--- src/rtl/rgb_frame_reader.sv ---
`default_nettype none
// ============================================================================
// rgb_frame_reader: raster readback of G/R/B planes into a packed RGB stream.
// Optional: CFA_READER_CLIP_EN adds clipMax channel saturation.    Rev 1.0
// ============================================================================
module rgb_frame_reader #(
   parameter int addressBitWidth = 17,
   parameter int rowBitWidth     = 11,
   parameter int colBitWidth     = 11,
   parameter int dataBitWidth    = 12
) (
   input  logic                          clk,
   input  logic                          rst,
   input  logic                          start,
   input  logic signed [rowBitWidth-1:0] rowMax,
   input  logic signed [colBitWidth-1:0] colMax,
`ifdef CFA_READER_CLIP_EN
   input  logic [dataBitWidth-1:0]       clipMax,
`endif
   output logic [addressBitWidth-1:0]    readAddress,
   output logic                          readEnable,
   input  logic [dataBitWidth-1:0]       greenRead,
   input  logic [dataBitWidth-1:0]       redRead,
   input  logic [dataBitWidth-1:0]       blueRead,
   output logic [3*dataBitWidth-1:0]     pixelOut,
   output logic                          pixelValid,
   input  logic                          pixelReady,
   output logic                          sof,
   output logic                          eol,
   output logic                          eof,
   output logic                          busy,
   output logic                          done
);

   typedef enum logic [1:0] {
      S_IDLE   = 2'd0,
      S_RUN    = 2'd1,
      S_DRAIN  = 2'd2,
      S_FINISH = 2'd3
   } state_t;

   localparam int EW = 3*dataBitWidth + 3;

   state_t                     state_q, state_d;
   logic [rowBitWidth-1:0]     row_q, row_d, row_max_q, row_max_d;
   logic [colBitWidth-1:0]     col_q, col_d, col_max_q, col_max_d;
   logic [addressBitWidth-1:0] addr_q, addr_d;
   logic                       infl_q, infl_d;
   logic [2:0]                 infl_mark_q, infl_mark_d;
   logic [EW-1:0]              fifo_q [2];
   logic [EW-1:0]              fifo_d [2];
   logic                       wr_ptr_q, wr_ptr_d, rd_ptr_q, rd_ptr_d;
   logic [1:0]                 count_q, count_d;
   logic                       pop;
   logic [2:0]                 outstanding;
   logic [dataBitWidth-1:0]    red_c, green_c, blue_c;

`ifdef CFA_READER_CLIP_EN
   logic [dataBitWidth-1:0]    clip_q, clip_d;

   always_comb begin
      red_c   = (redRead   > clip_q) ? clip_q : redRead;
      green_c = (greenRead > clip_q) ? clip_q : greenRead;
      blue_c  = (blueRead  > clip_q) ? clip_q : blueRead;
   end
`else
   always_comb begin
      red_c   = redRead;
      green_c = greenRead;
      blue_c  = blueRead;
   end
`endif

   always_comb begin
      state_d     = state_q;
      row_d       = row_q;
      col_d       = col_q;
      row_max_d   = row_max_q;
      col_max_d   = col_max_q;
      addr_d      = addr_q;
      infl_d      = 1'b0;
      infl_mark_d = infl_mark_q;
      fifo_d      = fifo_q;
      wr_ptr_d    = wr_ptr_q;
      rd_ptr_d    = rd_ptr_q;
      readEnable  = 1'b0;
`ifdef CFA_READER_CLIP_EN
      clip_d      = clip_q;
`endif
      pop         = (count_q != 2'd0) && pixelReady;
      // Credits count the pop of this cycle so a full-rate stream never stalls.
      outstanding = {1'b0, count_q} + {2'b00, infl_q} - {2'b00, pop};

      if (infl_q) begin
         fifo_d[wr_ptr_q] = {red_c, green_c, blue_c, infl_mark_q};
         wr_ptr_d         = ~wr_ptr_q;
      end
      if (pop) begin
         rd_ptr_d = ~rd_ptr_q;
      end
      count_d = count_q + {1'b0, infl_q} - {1'b0, pop};

      case (state_q)
         S_IDLE: begin
            if (start) begin
               if (!rowMax[rowBitWidth-1] && !colMax[colBitWidth-1]) begin
                  state_d   = S_RUN;
                  row_max_d = $unsigned(rowMax);
                  col_max_d = $unsigned(colMax);
                  row_d     = '0;
                  col_d     = '0;
                  addr_d    = '0;
`ifdef CFA_READER_CLIP_EN
                  clip_d    = clipMax;
`endif
               end else begin
                  state_d = S_FINISH;
               end
            end
         end
         S_RUN: begin
            if (outstanding < 3'd2) begin
               readEnable  = 1'b1;
               infl_d      = 1'b1;
               infl_mark_d = {(row_q == '0) && (col_q == '0),
                              col_q == col_max_q,
                              (row_q == row_max_q) && (col_q == col_max_q)};
               addr_d      = addr_q + 1'b1;
               if (col_q == col_max_q) begin
                  col_d = '0;
                  row_d = row_q + 1'b1;
                  if (row_q == row_max_q) begin
                     state_d = S_DRAIN;
                  end
               end else begin
                  col_d = col_q + 1'b1;
               end
            end
         end
         S_DRAIN: begin
            if (count_d == 2'd0) begin
               state_d = S_FINISH;
            end
         end
         default: begin
            state_d = S_IDLE;
         end
      endcase
   end

   always_ff @(posedge clk or negedge rst) begin
      if (!rst) begin
         state_q     <= S_IDLE;
         row_q       <= '0;
         col_q       <= '0;
         row_max_q   <= '0;
         col_max_q   <= '0;
         addr_q      <= '0;
         infl_q      <= 1'b0;
         infl_mark_q <= '0;
         fifo_q[0]   <= '0;
         fifo_q[1]   <= '0;
         wr_ptr_q    <= 1'b0;
         rd_ptr_q    <= 1'b0;
         count_q     <= '0;
`ifdef CFA_READER_CLIP_EN
         clip_q      <= '0;
`endif
      end else begin
         state_q     <= state_d;
         row_q       <= row_d;
         col_q       <= col_d;
         row_max_q   <= row_max_d;
         col_max_q   <= col_max_d;
         addr_q      <= addr_d;
         infl_q      <= infl_d;
         infl_mark_q <= infl_mark_d;
         fifo_q      <= fifo_d;
         wr_ptr_q    <= wr_ptr_d;
         rd_ptr_q    <= rd_ptr_d;
         count_q     <= count_d;
`ifdef CFA_READER_CLIP_EN
         clip_q      <= clip_d;
`endif
      end
   end

   assign readAddress                = addr_q;
   assign pixelValid                 = (count_q != 2'd0);
   assign {pixelOut, sof, eol, eof}  = fifo_q[rd_ptr_q];
   assign busy                       = (state_q == S_RUN) || (state_q == S_DRAIN);
   assign done                       = (state_q == S_FINISH);

endmodule
`default_nettype wire

--- config.mk ---
export PLATFORM = sky130hd
export DESIGN_NAME = rgb_frame_reader
export DESIGN_NICKNAME = d
export VERILOG_FILES = /design/src/rtl/rgb_frame_reader.sv
export SDC_FILE = /design/constraint.sdc
export NUM_CORES = 1
export LEC_CHECK = 0
export CAP_MARGIN = 10
export CORE_ASPECT_RATIO = 1.5
export CORE_UTILIZATION = 53
export CTS_CLUSTER_SIZE = 12
export DETAILED_ROUTE_END_ITERATION = 8
export HOLD_SLACK_MARGIN = 0.05
export PLACE_DENSITY = 0.91
export RECOVER_POWER = 25
export SLEW_MARGIN = 25
export SYNTH_ARGS = -nofsm -noshare
export SYNTH_HDL_FRONTEND = slang
export SYNTH_SLANG_ARGS = --single-unit
--- constraint.sdc ---
create_clock -name clk -period 4 [get_ports clk]
set_input_delay 0.8 -clock clk [delete_from_list [all_inputs] [get_ports clk]]
set_output_delay 0.8 -clock clk [all_outputs]
set_load 0.02 [all_outputs]
== Word-level counts from Yosys, hierarchy flattened ==
Cells that the tools add are included.
Operators by class
  $add $sub $neg: 7
  order comparisons: 4
  equal/unequal tests: 11
  multiplexer cells: 27
  bitwise logic cells: 4
  reductions and logical operators: 19
Operator list (number)
  two-way mux 39 bit: 4
  bitwise mux 78 bit: 1
  two-way mux 11 bit: 6
  two-way mux 17 bit: 3
  one-hot mux 11 bit (2 select lines): 2
  demux 39 bit (select 1 bit): 1
  one-hot mux 17 bit (2 select lines): 1
  adder 11 x 1 -> 11 bit (second input constant): 2
  == test 11 bit: 2
  zero test 11 bit: 2
  adder 17 x 1 -> 17 bit (second input constant): 1
  two-way mux 2 bit: 6
  != test 2 bit (second input constant): 6
  AND reduction 5 bit: 2
  one-hot mux 2 bit (3 select lines): 1
  logical AND 1 bit: 5
  == test 2 bit (second input constant): 2
  greater-or-equal comparator 2 bit (second input constant): 2
  zero test 2 bit: 2
  inverter 1 -> 2 bit: 2
  AND reduction 4 bit: 1
  nonzero test 2 bit: 2
  adder 2 x 1 -> 3 bit: 1
  less-than comparator 3 x 2 -> 1 bit (second input constant): 1
  11 further kinds: 14
Word-level totals
  bits in registers: 149
  input bits: 62
  output and inout port bits: 60
  logic and storage cells: 85

== Logic depth before layout (Yosys ltp) ==
  depth after elaboration: 6
  mapped depth: 13
  gate-level depth less buffers: 12

== Worst setup path after synthesis ==
OpenSTA, ideal clock, no wires.
  path type: input -> output
  start: input port pixelReady
  end: output port readEnable
  arrival time: 2373 ps
  data required time: 3200 ps
  slack: 827 ps
  stages: 8
  buffers on the path: 0
  cell sequence: and2_1 ha_1 inv_1 ha_1 fa_1 xor2_1 nand3_1 inv_1
Between the ends
  word-level cells in the longest chain between the ends: 5
Ends and longest elaborated chain
  from (decl): line 27  | input logic pixelReady,
  logical AND 1 bit: line 90  | pop = (count_q != 2'd0) && pixelReady;
  subtractor 3 x 1 -> 3 bit: line 92  | outstanding = {1'b0, count_q} + {2'b00, infl_q} - {2'b00, pop};
  less-than comparator 3 x 2 -> 1 bit: line 122  | if (outstanding < 3'd2) begin
  two-way mux 1 bit: line 122
  two-way mux 1 bit: line 103  | case (state_q)
  to (decl): line 21  | output logic readEnable,
No other way between the ends.

== Worst setup path after layout ==
  start: input port pixelReady
  end: output port readEnable
Between the ends
  word-level cells in the longest chain between the ends: 5
Ends and longest elaborated chain
  logical AND 1 bit: line 90
  via pop: line 54  | logic pop;
  subtractor 3 x 1 -> 3 bit: line 92
  less-than comparator 3 x 2 -> 1 bit: line 122
  two-way mux 1 bit: line 122
  two-way mux 1 bit: line 103
The timed path passes the listed nets, and every way through them passes these cells.

==> run metrics <==
final hold violation count 0; Hold Crit Depth 1; # diodes 0; die width 96.84 um; drc violations 0; core box area 13080 um2; max cap viols 1; clk slew on worst S/H paths 60 ps; TritonCTS clock tree yes; CTS max path bufs 2; Least-Margin Pin Slew 2727 ps; slew margin rel. -81.83%; clk root buf clkbuf_16; Crit Path Max Fanout 2; Worst Skew 12.38 ps; crit start category primary input; vias per inst 5.783; most frequent cells in the layout dfrtp_1 (148), mux2_2 (141), clkdlybuf4s50_1 (119), nand2_1 (25), xnor2_1 (20); DR vias 4968; leakage power 3.952 nW; vias in the first global route 5346; share of cells above drive strength 1 28.86%; sequential area share after synthesis 52.14%; die area 13970 um2; HPWL after DPL 11.10 mm; critical path class in2out; Tot Pwr 6.991 mW; post-route setup TNS 0 ps; final std cell area, no fill 9059 um2; Final setup viols 0; asr flop ratio synth 100.0%; commonest non-fill, non-tap cell in the layout dfrtp_1; DRT iter0 DRCs 192; CTS Hold Bufs 0; failing checks max-capacitance violations, max-slew violations; Max Clk Rate 258.5 MHz; io pins 122; first-pass GRT wire length 26.19 mm; Synth Cell Area 7151 um2; post-synth cell types 55; Slew Limit Fails 113; arrival time worst endpoint 3070 ps; FF+latch count, synth 149; Post-synth EDFFs 0; cts bufs inserted 17; initial antenna violation count 0; HP Class reg2reg; cell count after placement 827; ANT nets after route 0; R2R depth 13; drt total wl 15.70 mm; critical path data required time 3200 ps; # H-tree levels 4; Worst-Skew Late Latency 410 ps; outcome complete, but fails checks; VDD IR max 0.3934 mV; largest net degree at the start of global routing 113; Final Util 69.25%; Post-synth top flop dfrtp_1; Yosys Warn Count 0; Total GRT Usage 23.54%; Synth Net Count 639; # rows 51; critical path endpoint category primary output; Syn Area/Cell 12.66 um2; Vert. Die Dim 144.3 um; nets 761; # port buffers 121; Initial Utilization 54.66%; fin crit period 3868 ps; pwr dens 771.7 nW/um2; Filler Cell Count 925; Cell Area, Placed 8511 um2; gr ovfl total 0; drt pass-1 iters 4; Non-Filler Instances 859; final period utilization 96.70%; Post-Syn Instances 565; RSZ-0062 raised after global routing no; GPL Wtd Cong 0.8454; Syn-to-layout area delta 26.68%; total clock sinks 149; drt wl/cell 18.27 um
==> synth_stat cells, types with 6 or more instances <==
library cell  count  share of area (%)
and3_1           13                1.1
clkbuf_1          9               0.47
nor2_1           16               0.84
xnor2_1          20                2.4
a22o_1           11                1.3
o21ai_0          16                1.1
dfrtp_1         149                 52
nand2_1          26                1.4
nor2b_1           6               0.52
inv_1            17               0.89
mux2_2          141                 22
nand3_1          14               0.98
ha_1             11                1.9
o2bb2ai_1         8               0.98
nor4_1            7               0.61
xor2_1           18                2.2
a21oi_1           8               0.56
buf_1             6               0.31
buf_2             6               0.42
==> worst max-delay path: stages <==
cell             delay, ps
clkdlybuf4s50_1        410
and2_1                 170
ha_1                   270
inv_1                   40
ha_1                   180
fa_1                   400
xor2_1                 190
nand3_1                120
inv_1                  130
dlygate4sd2_1          340
==> registers in the layout, summed over array words and instances (netlist names) <==
| signal | cells |
|---|---|
| readAddress | 17 |
| row_q | 11 |
| rd_ptr_q | 1 |
| infl_mark_q | 3 |
| row_max_q | 11 |
| col_q | 11 |
| col_max_q | 11 |
| wr_ptr_q | 1 |
| infl_q | 1 |
| fifo_q | 78 |
| count_q | 2 |
| state_q | 2 |
==> logic make-up after synthesis <==
kind of cell               after synthesis  synth area share (%)
buffers and inverters                   45                 3.097
xor gates and xnor gates                38                 4.654
AOI/OAI and AO/OA                       64                 6.527
DFF                                    149                 52.14
muxes                                  143                 22.55
adders and majority gates               12                 2.205
and+or+nand+nor                        114                 8.819
==> per-layer routing <==
layer	share of wire (%)	track usage [%]	up-vias
met5	0	0	-
met4	1.5	7.148	0
met3	3.5	4.302	22
met2	56	44.26	160
met1	39	27.16	2515
li1	-	-	2271
==> metrics by stage <==
stage               setup WS [ps]  hold WS, ps
finish                      132.0        499.8
global route                12.54        514.3
floorplan                   827.1        462.1
CTS                         116.8        503.7
global placement           -85.62        481.2
detailed placement         -134.6        489.4
==> where the power goes <==
| part | internal (mW) | total, mW | leakage [nW] | switching, mW |
|---|---|---|---|---|
| registers | 2.07 | 2.49 | 1.88 | 0.419 |
| logic | 1.65 | 3.01 | 1.81 | 1.36 |
| clock network | 0.827 | 1.49 | 0.263 | 0.660 |
| total | 4.55 | 6.99 | 3.95 | 2.44 |
==> layout make-up <==
type                       instances  area (um2)  share of cell area, %
tap                              159       198.9                  2.196
timing repair buffer             131        1300                  14.35
clock buffer                      18       439.2                  4.848
clock inverter                    14       116.4                  1.285
sequential                       149        3730                  41.17
multi-input combinational        371        3211                  35.44
inverter                          17       63.81                 0.7044
==> worst paths after layout <==
| kind | startpoint | end | slack [ps] |
|---|---|---|---|
| max in group asynchronous | rst | rd_ptr_q | 990 |
| min in group asynchronous | rst | fifo_q[8] | 1250 |
| worst max register to register | count_q[1] | col_q[6] | 770 |
| worst min-delay path | fifo_q[9] | fifo_q[9] | 500 |
| worst min register to register | fifo_q[9] | fifo_q[9] | 500 |
| worst max-delay path | pixelReady | readEnable | 130 |
==> repair_timing <==
item,in CTS,in global routing
endpoints found under the setup margin,1,0
hold endpoints to repair,0,0
resized for setup,1,0
buffers inserted,0,0
(Power assumes the default switching activity.)
==> patch 1, RTL diff (same flow settings) <==
Build with the macro `CFA_READER_CLIP_EN` defined.
--- a/src/rtl/rgb_frame_reader.sv
+++ b/src/rtl/rgb_frame_reader.sv
@@ -5,2 +5,4 @@
 // ============================================================================
+`define CFA_READER_CLIP_EN
+
 module rgb_frame_reader #(
Interface: changed (added clipMax); port bits go from 122 to 134. No check against the original RTL was run, so the function may have changed too.
==> patch 1 against the unedited design <==
The run ends with DRC, capacitance limit, slew limit left; sequential cell count rose by 12; area after synthesis increased by 34%; worst hold slack got worse by 0.018 ns; sequential share of layout area is 6.7 points lower; clock power rose by 4%; sequential power is 18% higher; power increased by 30%; non-clock buffer count increased by 34; final area rose by 29%; wire length is 72% higher; first-iteration DRC count grew to 4.1 times the old value; via count grew 71%; worst setup slack improved by 0.036 ns.
==> patch 1: results (changes against the unedited design) <==
[drt]
vias=8502  ; was 4,968
route.detailed.drc=13  ; was 0
finalWirelength_um=26990  ; was 15,700 um
drtIter0Drc=782  ; was 192
firstDrtPassIters=9  ; was 4
via_to_cell_ratio=6.321  ; was 5.783

[pwr]
power_sequential_mw=2.94  ; was 2.49 mW
total_leakage_power_nw=4.846  ; was 3.952 nW
ir_drop_uv=354.9  ; was 393.3 uV
netsw_mw=3.740  ; was 2.443 mW
power_switching_share=0.4116  ; was 0.3495

[global_routing]
first_global_vias=8746  ; was 5,346
grt_pass1_wl_um=44040  ; was 26,190 um

[critical_path]
reg2reg_setup_slack_ns=0.41  ; was 0.77 ns
r2r.worst_path.cells=15  ; was 13
r2r_end=row_q[8]  ; was col_q[6]

[timing]
finalMaxSlewViolations=53  ; was 113
worst_slew_pin_slew_ns=2.913  ; was 2.727 ns

[clock_tree]
clock_insertion_delay_worst_skew_ns=0.44  ; was 0.41 ns

[placed_design]
total_of_buffers_placed_on_input_and_output_ports=133  ; was 121
detailed_place.area_sq_mm=0.01114  ; was 0.008511 sq mm
dpl.hpwl_um=19230  ; was 11,100 um
gp_congestion=0.9197  ; was 0.8454

[flow_run]
cap_viol_max_count=1  ; unchanged

[final_layout]
finalNetCount=1241  ; was 761
drive_gt1_frac=0.1422  ; was 0.2886

[worst_hold_path]
hold_path.startpoint=fifo_q[0]  ; was fifo_q[9]
worst_hold_path.endpoint=fifo_q[0]  ; was fifo_q[9]

[logic_synthesis]
netlist_top_cells_count=sky130_fd_sc_hd__dfrtp_1 (161), sky130_fd_sc_hd__nand2_1 (137), sky130_fd_sc_hd__nor3_1 (96)  ; was sky130_fd_sc_hd__dfrtp_1 (149), sky130_fd_sc_hd__mux2_2 (141), sky130_fd_sc_hd__nand2_1 (26)
synthesis.nets=1127  ; was 639
synth_cell_types=57  ; was 55

[status]
failed_checks=DRC, capacitance limit, slew limit  ; was capacitance limit, slew limit
run_status=finished, violations left  ; unchanged

## patch 1: cell count changes after synthesis, moves of 14 or more
| cell | before | now |
|---|---|---|
| sky130_fd_sc_hd__o22a_1 | 0 | 24 |
| sky130_fd_sc_hd__nand4_1 | 4 | 22 |
| sky130_fd_sc_hd__clkbuf_1 | 9 | 54 |
| sky130_fd_sc_hd__nor2_1 | 16 | 48 |
| sky130_fd_sc_hd__o221a_2 | 0 | 24 |
| sky130_fd_sc_hd__o21ai_0 | 16 | 33 |
| sky130_fd_sc_hd__mux2_2 | 141 | 47 |
| sky130_fd_sc_hd__nor3_1 | 5 | 96 |
| sky130_fd_sc_hd__ha_1 | 11 | 47 |
| sky130_fd_sc_hd__nand2_1 | 26 | 137 |
| sky130_fd_sc_hd__a211oi_1 | 0 | 22 |
| sky130_fd_sc_hd__inv_1 | 17 | 31 |
| sky130_fd_sc_hd__mux2i_1 | 1 | 48 |
| sky130_fd_sc_hd__a21oi_1 | 8 | 32 |
## patch 1: per-layer routing
metal	vias up	track usage	part of all wire
li1	3839	-	-
met1	4056	0.3383	0.36
met2	493	0.5234	0.51
met3	114	0.06841	0.077
met4	0	0.1798	0.053
met5	-	0	0
## patch 1: logic make-up (layout without fill, tap and decap cells)
kind of cell	after synthesis	in the layout	synth area share
adders and majority gates	48	48	0.06366
xor gates and xnor gates	40	40	0.03746
DFF	161	161	0.4218
muxes	96	96	0.1069
and+or+nand+nor	389	389	0.1971
AOI/OAI and AO/OA	169	169	0.1313
buffers and inverters	102	229	0.04179
## patch 1: layout make-up
type,instances,area [sq um],area share
multi-input cells,742,5136,0.4397
flip-flops and latches,161,4030,0.3450
repair buffers,165,1573,0.1346
clock buffers,20,446.7,0.03824
well taps,213,266.5,0.02281
inverters,32,120.1,0.01028
clock inverters,12,108.9,0.009319
==> patch 2, RTL diff (same flow settings) <==
Without the edit above. Take the reset off `addr_q` and load it in a clocked block of its own.
--- a/src/rtl/rgb_frame_reader.sv
+++ b/src/rtl/rgb_frame_reader.sv
@@ -157,3 +157,2 @@
          col_max_q   <= '0;
-         addr_q      <= '0;
          infl_q      <= 1'b0;
@@ -174,3 +173,2 @@
          col_max_q   <= col_max_d;
-         addr_q      <= addr_d;
          infl_q      <= infl_d;
@@ -187,2 +185,6 @@
 
+   always_ff @(posedge clk) begin
+      addr_q <= addr_d;
+   end
+
    assign readAddress                = addr_q;
Function: differs if rst is asserted again (counterexample within 4 cycles, from zero or initial values and one cycle with rst low); with rst held inactive, the same outputs for 4 cycles.
==> patch 2 against the unedited design <==
The flow still finishes with violations (capacitance limit, slew limit); power rose by 5.6%; final area rose by 0.75%; wire length fell by 1.6%; die area fell by 0.60%; area after synthesis fell by 0.61%; worst setup slack improved by 0.026 ns; sequential cell count did not move.
==> patch 2: results (changes against the unedited design) <==
[status]
run_status=finished, violations left  ; unchanged
failed_checks=capacitance limit, slew limit  ; unchanged

[drt]
via_to_cell_ratio=5.565  ; was 5.783
firstDrtPassIters=5  ; was 4
finalWirelength_um=15440  ; was 15,700 um
drtIter0Drc=193  ; was 192

[logic_synthesis]
complex_gate_fraction_of_the_synthesized_area=0.04894  ; was 0.06527
synth_cell_types=47  ; was 55
edff_count_synth=17  ; was 0
syn-instance-count=607  ; was 565
synthAdderAreaFrac=0.02218  ; was 0.02205
synthesis.nets=681  ; was 639
synth_mux_area_frac=0.1900  ; was 0.2255
netlist_top_cells_count=sky130_fd_sc_hd__dfrtp_1 (132), sky130_fd_sc_hd__mux2_2 (119), sky130_fd_sc_hd__nand2_1 (85)  ; was sky130_fd_sc_hd__dfrtp_1 (149), sky130_fd_sc_hd__mux2_2 (141), sky130_fd_sc_hd__nand2_1 (26)
xor_and_xnor_area_share_after_synthesis=0.05176  ; was 0.04654
async_reset_ff_frac=0.8859  ; was 1.000

[pwr]
total_leakage_power_nw=3.906  ; was 3.952 nW

[placed_design]
detailed_place.area_sq_mm=0.008529  ; was 0.008511 sq mm
gp_congestion=0.8848  ; was 0.8454
dp_cells=870  ; was 827

[final_layout]
drive_gt1_frac=0.2278  ; was 0.2886
stdcell_count=901  ; was 859

[timing]
finalMaxSlewViolations=113  ; unchanged
worst_slew_pin_slew_ns=1.749  ; was 2.727 ns

[global_routing]
grt_pass1_wl_um=24990  ; was 26,190 um
grt.total_usage=0.2347  ; was 0.2354
first_global_vias=5210  ; was 5,346
pin_count_of_the_biggest_net_entering_global_routing=72  ; was 113

[critical_path]
data_arrival_at_the_endpoint_of_the_critical_path_ns=3.04  ; was 3.07 ns

[flow_run]
cap_viol_max_count=2  ; was 1

## patch 2: layout make-up
class | instances | area [sq um]
Sequential cell | 149 | 3814
Fill cell | 916 | 3891
Clock buffer | 21 | 470.5
Inverter | 20 | 75.07
Clock inverter | 10 | 145.1
Tap cell | 159 | 198.9
Multi-Input combinational cell | 409 | 3109
Timing Repair Buffer | 133 | 1314
## patch 2: where the power goes
| group | total (mW) | switching (mW) | internal [mW] |
|---|---|---|---|
| logic | 3.16 | 1.47 | 1.69 |
| registers | 2.58 | 0.433 | 2.15 |
| clock network | 1.64 | 0.609 | 1.03 |
| total | 7.38 | 2.51 | 4.87 |
## patch 2: worst paths after layout
path	to	cells past startpoint	slack, ns	start
hold / removal	col_max_q[8]	2	0.49	col_max_q[8]
hold reg to reg	col_max_q[8]	2	0.49	col_max_q[8]
setup reg to reg	readAddress[2]	13	0.72	count_q[1]
min in group asynchronous	fifo_q[52]	1	0.73	rst
max in group asynchronous	col_q[1]	2	0.86	rst
setup / recovery	readEnable	11	0.16	pixelReady
## patch 2: per-layer routing
layer,GRT usage,wire length (um),vias to the layer above
li1,-,-,2362
met1,0.2570,5906,2458
met2,0.4329,8282,178
met3,0.05767,1057,16
met4,0.07585,197,0
met5,0,0,-
## patch 2: timing repair
action                     CTS  global route
gates resized for setup      1             1
setup endpoints to repair    1             1
hold buffers                 0             0
## patch 2: per-stage QoR
stage	worst slack [ns]	power, mW	setup TNS [ns]
finish	0.1579	7.381	0
global route	0.007249	7.799	0
CTS	0.1269	7.424	0
detailed placement	-0.1325	5.771	-0.1325
global placement	-0.09044	5.583	-0.09044
floorplan	0.5437	4.398	0
